## config.mk

```make
export PLATFORM = sky130hd
export DESIGN_NAME = rr_grant_tracker
export DESIGN_NICKNAME = d
export VERILOG_FILES = /design/src/rtl/rr_grant_tracker_pkg.sv /design/src/rtl/rr_priority_pick.sv /design/src/rtl/rr_grant_tracker.sv
export SDC_FILE = /design/constraint.sdc
export NUM_CORES = 1
export LEC_CHECK = 0
export ABC_AREA = 1
export CORE_MARGIN = 5
export CORE_UTILIZATION = 40
export DETAILED_ROUTE_END_ITERATION = 10
export GPL_TIMING_DRIVEN = 0
export PLACE_DENSITY = 0.62
export RECOVER_POWER = 25
export SYNTH_ARGS = -nofsm -noshare
export SYNTH_HDL_FRONTEND = slang
export SYNTH_SLANG_ARGS = --single-unit
```

## constraint.sdc

```tcl
create_clock -name clk -period 2.6 [get_ports clk]
set_input_delay 0.39 -clock clk [delete_from_list [all_inputs] [get_ports clk]]
set_output_delay 0.39 -clock clk [all_outputs]
set_load 0.01 [all_outputs]
```

## src/rtl/rr_grant_tracker_pkg.sv

```systemverilog
// Shared types and helpers for the round-robin grant tracker.
// Holds the tracker state encoding and the hold-counter sizing function.
package rr_grant_tracker_pkg;

    typedef enum logic {
        ST_IDLE  = 1'b0,
        ST_GRANT = 1'b1
    } state_t;

    // The hold counter must represent 0..max_hold; a disabled timeout still needs one bit.
    function automatic int cnt_width(input int max_hold);
        return (max_hold < 2) ? 1 : $clog2(max_hold + 1);
    endfunction

endpackage

```

## src/rtl/rr_priority_pick.sv

```systemverilog
// Combinational round-robin picker: first set request at or after ptr, wrapping.
// Rotates req so ptr lands at bit 0, finds the lowest set bit, then rotates back.
module rr_priority_pick #(
    parameter int WIDTH = 4,
    parameter int IDX_W = $clog2(WIDTH)
) (
    input  logic [WIDTH-1:0] req,
    input  logic [IDX_W-1:0] ptr,
    output logic             hit,
    output logic [IDX_W-1:0] idx,
    output logic [WIDTH-1:0] onehot
);

    localparam logic [IDX_W:0] WIDTH_EXT = (IDX_W + 1)'(WIDTH);

    logic [2*WIDTH-1:0] rot_dbl;
    logic [WIDTH-1:0]   rot;
    logic [IDX_W-1:0]   first;
    logic [IDX_W:0]     sum;
    logic [WIDTH-1:0]   oh_rot;
    logic [2*WIDTH-1:0] oh_dbl;

    // NOTE: every signal written here gets a default first, so no path leaves it unassigned and no latch is inferred.
    always_comb begin
        rot_dbl = {req, req} >> ptr;
        rot     = rot_dbl[WIDTH-1:0];
        hit     = |rot;

        first = '0;
        for (int k = WIDTH - 1; k >= 0; k--) begin
            if (rot[k]) first = IDX_W'(k);
        end

        // Rotated offset back to an absolute index: compare-and-wrap instead of modulo.
        sum = {1'b0, ptr} + {1'b0, first};
        if (sum >= WIDTH_EXT) sum = sum - WIDTH_EXT;
        idx = sum[IDX_W-1:0];

        oh_rot        = '0;
        oh_rot[first] = hit;
        oh_dbl        = {oh_rot, oh_rot} << ptr;
        onehot        = oh_dbl[2*WIDTH-1:WIDTH];
    end

endmodule

```

## src/rtl/rr_grant_tracker.sv

```systemverilog
// Round-robin arbitration stage: registers a one-hot grant, holds it until done or
// hold timeout, and rotates priority to one past the last owner on every release.
module rr_grant_tracker
    import rr_grant_tracker_pkg::*;
#(
    parameter int WIDTH    = 4,
    parameter int INIT_PTR = 2,
    parameter int MAX_HOLD = 0,
    parameter int IDX_W    = $clog2(WIDTH)
) (
    input  logic             clk,
    input  logic             rst_n,
    input  logic             en,
    input  logic [WIDTH-1:0] req,
    input  logic             done,
    output logic [WIDTH-1:0] gnt,
    output logic             gnt_valid,
    output logic [IDX_W-1:0] gnt_idx,
    output logic             timeout
);

    localparam int               CNT_W     = cnt_width(MAX_HOLD);
    localparam logic [IDX_W-1:0] LAST_IDX  = IDX_W'(WIDTH - 1);
    localparam logic [IDX_W-1:0] INIT_IDX  = IDX_W'(INIT_PTR);
    localparam logic [CNT_W-1:0] HOLD_LAST = CNT_W'(MAX_HOLD - 1);
    localparam logic [CNT_W-1:0] HOLD_MAX  = CNT_W'(MAX_HOLD);

    state_t           state_q, state_d;
    logic [IDX_W-1:0] ptr_q, ptr_d;
    logic [CNT_W-1:0] cnt_q, cnt_d;
    logic [WIDTH-1:0] gnt_q, gnt_d;
    logic [IDX_W-1:0] idx_q, idx_d;

    logic             granted;
    logic             expire;
    logic             release_ev;
    logic [IDX_W-1:0] ptr_inc;
    logic [IDX_W-1:0] pick_ptr;
    logic             pick_hit;
    logic [IDX_W-1:0] pick_idx;
    logic [WIDTH-1:0] pick_onehot;

    assign granted    = (state_q == ST_GRANT);
    assign expire     = (MAX_HOLD != 0) && (cnt_q == HOLD_LAST);
    assign release_ev = granted && (done || expire);
    assign timeout    = granted && expire && !done;

    assign ptr_inc  = (idx_q == LAST_IDX) ? '0 : idx_q + IDX_W'(1);
    // A back-to-back re-pick must already see the rotated pointer.
    assign pick_ptr = release_ev ? ptr_inc : ptr_q;

    rr_priority_pick #(
        .WIDTH (WIDTH),
        .IDX_W (IDX_W)
    ) u_pick (
        .req    (req),
        .ptr    (pick_ptr),
        .hit    (pick_hit),
        .idx    (pick_idx),
        .onehot (pick_onehot)
    );

    always_comb begin
        state_d = state_q;
        ptr_d   = ptr_q;
        cnt_d   = cnt_q;
        gnt_d   = gnt_q;
        idx_d   = idx_q;

        unique case (state_q)
            ST_IDLE: begin
                if (en && pick_hit) begin
                    state_d = ST_GRANT;
                    gnt_d   = pick_onehot;
                    idx_d   = pick_idx;
                    cnt_d   = '0;
                end
            end
            ST_GRANT: begin
                if (release_ev) begin
                    ptr_d = ptr_inc;
                    if (en && pick_hit) begin
                        gnt_d = pick_onehot;
                        idx_d = pick_idx;
                        cnt_d = '0;
                    end else begin
                        state_d = ST_IDLE;
                        gnt_d   = '0;
                    end
                end else if (cnt_q != HOLD_MAX) begin
                    cnt_d = cnt_q + CNT_W'(1);
                end
            end
            default: begin
                state_d = ST_IDLE;
                gnt_d   = '0;
            end
        endcase
    end

    // NOTE: state flops use non-blocking assignments so every register samples pre-edge values.
    always_ff @(posedge clk or negedge rst_n) begin
        if (!rst_n) begin
            state_q <= ST_IDLE;
            ptr_q   <= INIT_IDX;
            cnt_q   <= '0;
            gnt_q   <= '0;
            idx_q   <= '0;
        end else begin
            state_q <= state_d;
            ptr_q   <= ptr_d;
            cnt_q   <= cnt_d;
            gnt_q   <= gnt_d;
            idx_q   <= idx_d;
        end
    end

    assign gnt       = gnt_q;
    assign gnt_valid = |gnt_q;
    assign gnt_idx   = idx_q;

    a_gnt_onehot0: assert property (@(posedge clk) disable iff (!rst_n) $onehot0(gnt));
    a_gnt_owner:   assert property (@(posedge clk) disable iff (!rst_n) gnt_valid |-> gnt[gnt_idx]);

endmodule

```

==> impl_metrics.toml <==
[run_status]
status = "finished clean"

[cts]
clock-root-buffer = "clkbuf_4"
cts_tree = "yes"
clk_path_buf_depth = 2
insertion_delay_ns = 0.26
htreeDepth = 1
numCtsBuffers = 3
clkSinkCount = 9
cts_resized = 0
post-cts-setup-buffers = 0
postCtsHoldBufs = 0
clkTransAtPathRegs_ns = 0.06

[global_routing]
grt_overflow = 0
antenna_found_initial = 0
grt_pass1_vias = 810
grt_start_max_net_pins = 11
grt_pass1_wl_um = 3570
gr-usage-all-layers_pct = 13.7

[power_and_ir_drop]
clkPwrFrac_pct = 7.4
swShare_pct = 53.1
internal_power_w = 0.000712
irDropWorstVdd_mv = 0.670
switchingPower_w = 0.000805
power_leakage_nw = 0.609
power_density_mw_per_mm2 = 1330
total_power_w = 0.00152
seq_power_share_pct = 16.5
pwr-share-comb_pct = 76.1

[worst_setup_path]
rrSetupSlack_ns = 0.52
cp_data_arrival_time_ns = 2.23
crit_path_start = "gnt_idx[0]"
startpoint_type = "flip-flop"
r2r_start = "gnt_idx[0]"
r2r_end = "gnt_idx[0]"
required_ns = 2.75
ff2ff_path_depth = 12
crit_end = "gnt_idx[0]"
path_class = "reg -> reg"
cp_max_fo = 10
cp-end-kind = "flip-flop"

[synthesis]
synthTopCellsByCount = "nand2_1 (38), nand3_1 (35), inv_1 (14)"
yosysSeqAreaShare_pct = 24.1
synth-main-ff-cell = "dfrtp_1"
synth-seq-cells = 9
yosys-top-cells-area = "dfrtp_1 (21%), nand3_1 (19%), nand2_1 (15%)"
syn_area_per_cell_um2 = 7.17
syn_nets = 140
ys_warn_count = 0
synth.top_cell.area_share_pct = 21.3
synth_cells = 131
synth_edf_count = 0
syn_area_um2 = 940
synth_cell_type_count = 22
yosysMostFrequentCell = "nand2_1"
ys_async_sr_fraction_pct = 100
synth.largest_area_cell = "dfrtp_1"

[finish]
layout-drive-gt1-share_pct = 21.5
stdcell_area_mm2 = 0.00114
fin_nets = 159
area_growth_pct = 21.4
diodes = 0
finalNonFillerCells = 177

[drt]
drt_wl_total_um = 2050
vias = 878
post_drt_wl_per_cell_um = 11.6
drt_iter0_drc = 15
ant_nets = 0
vias_per_cell = 4.96
route.detailed.drc = 0
first_pass_iters = 4

[die]
io_pins = 16
die_h_um = 58.5
core.rowCount = 17
core_mm2 = 0.00223
die_x_um = 58.5
floorplan.initialDensity_pct = 42.1
die-area_mm2 = 0.00342

[timing]
period_share_pct = 79.9
fin_skew_ns = 0.00307
setup-violations-final = 0
maxSlewViolCount = 0
fmax_ghz = 0.481
fin_setup_tns_ns = 0
finalHoldViolCount = 0
fin_crit_ns = 2.08
rsz0062_at_grt = "no"

[placed_design]
placed_cells = 173
gp_congestion = 0.788
port_buffers = 14
dpl_cell_area_mm2 = 0.00111
dp_hpwl_um = 1690

[flow_run]
max_cap_viol_count = 0

[min_path]
hold_class = "in -> async"
through the flow:
step	hold WS [ns]	setup slack (ns)	util, %
after global routing	0.524	0.412	51.1
after global placement	0.480	0.303	49.9
after floorplan	0.0944	0.676	-
after CTS	0.451	0.507	51.1
after detailed placement	0.483	0.266	49.9
final	0.492	0.522	51.1
layout by cell type, fill, tap and decap left out, drive strengths merged, types with 2 or more instances in the layout:
| cell | Yosys | final |
|---|---|---|
| dfrtp | 8 | 8 |
| nor2 | 7 | 7 |
| nand2 | 50 | 50 |
| clkbuf | 0 | 4 |
| inv | 17 | 17 |
| buf | 3 | 3 |
| nand3 | 39 | 39 |
| clkdlybuf4s50 | 0 | 13 |
| o21ai | 2 | 2 |
worst min path at each step:
stage                     slack, ns  cells after the start      to  startpoint
after floorplan                0.09                      0  gnt[0]       rst_n
after global placement         0.48                      2  gnt[2]      gnt[2]
after detailed placement       0.48                      2  gnt[2]      gnt[2]
after CTS                      0.45                      1  gnt[1]       rst_n
after global routing           0.52                      1  gnt[1]       rst_n
final                          0.49                      1  gnt[3]       rst_n
layer usage:
layer | track usage, % | share of wire (%) | vias to the layer above
met5 | 0 | 0 | -
met4 | 7.95 | 2.2 | 0
met3 | 2.85 | 3.8 | 5
met2 | 22.2 | 48 | 15
met1 | 16.7 | 46 | 399
li1 | - | - | 459
layout make-up:
| class | instances | area, µm² |
|---|---|---|
| Fill cell | 245 | 1090 |
| Multi-Input combinational cell | 102 | 618 |
| Sequential cell | 9 | 226 |
| Timing Repair Buffer | 14 | 140 |
| Inverter | 17 | 68.8 |
| Tap cell | 28 | 35.0 |
| Clock buffer | 4 | 26.3 |
| Buffer | 3 | 26.3 |
cells by family (layout without fill, tap and decap cells):
kind of cell               Yosys count  after routing  share of synthesized area, %
other                                1              1                         0.399
buffers and inverters               20             38                          10.1
DFF                                  9              9                          24.1
adders and majority gates            1              1                          1.33
and+or+nand+nor                     97             97                          61.0
AOI/OAI and AO/OA                    3              3                          3.06
sequential cells by signal (all words and copies together) (netlist names):
| name | cells |
|---|---|
| gnt | 4 |
| gnt_idx | 2 |
| ptr_q | 2 |
| granted | 1 |
power groups by stage:
stage	combinational, W	sequential (W)	clock [W]
2_1_floorplan	0.000889	0.000264	0
3_3_place_gp	0.00114	0.000251	0
3_5_place_dp	0.00116	0.000254	0
4_1_cts	0.00116	0.000251	0.000113
5_1_grt	0.00129	0.000256	0.000129
6_report	0.00115	0.000250	0.000112
worst max-delay path, stage by stage, from the launching register on:
cell     delay, ns
dfrtp_1       0.43
ha_1          0.35
o21ai_4       0.23
buf_4         0.21
nand3_1       0.08
nand2_1       0.11
nor2_2        0.06
nand2_4       0.07
nand2_4       0.06
nor2_8        0.18
inv_2         0.06
nand2_1       0.06
nand2_1       0.05
Power figures use the tool's default switching activity.
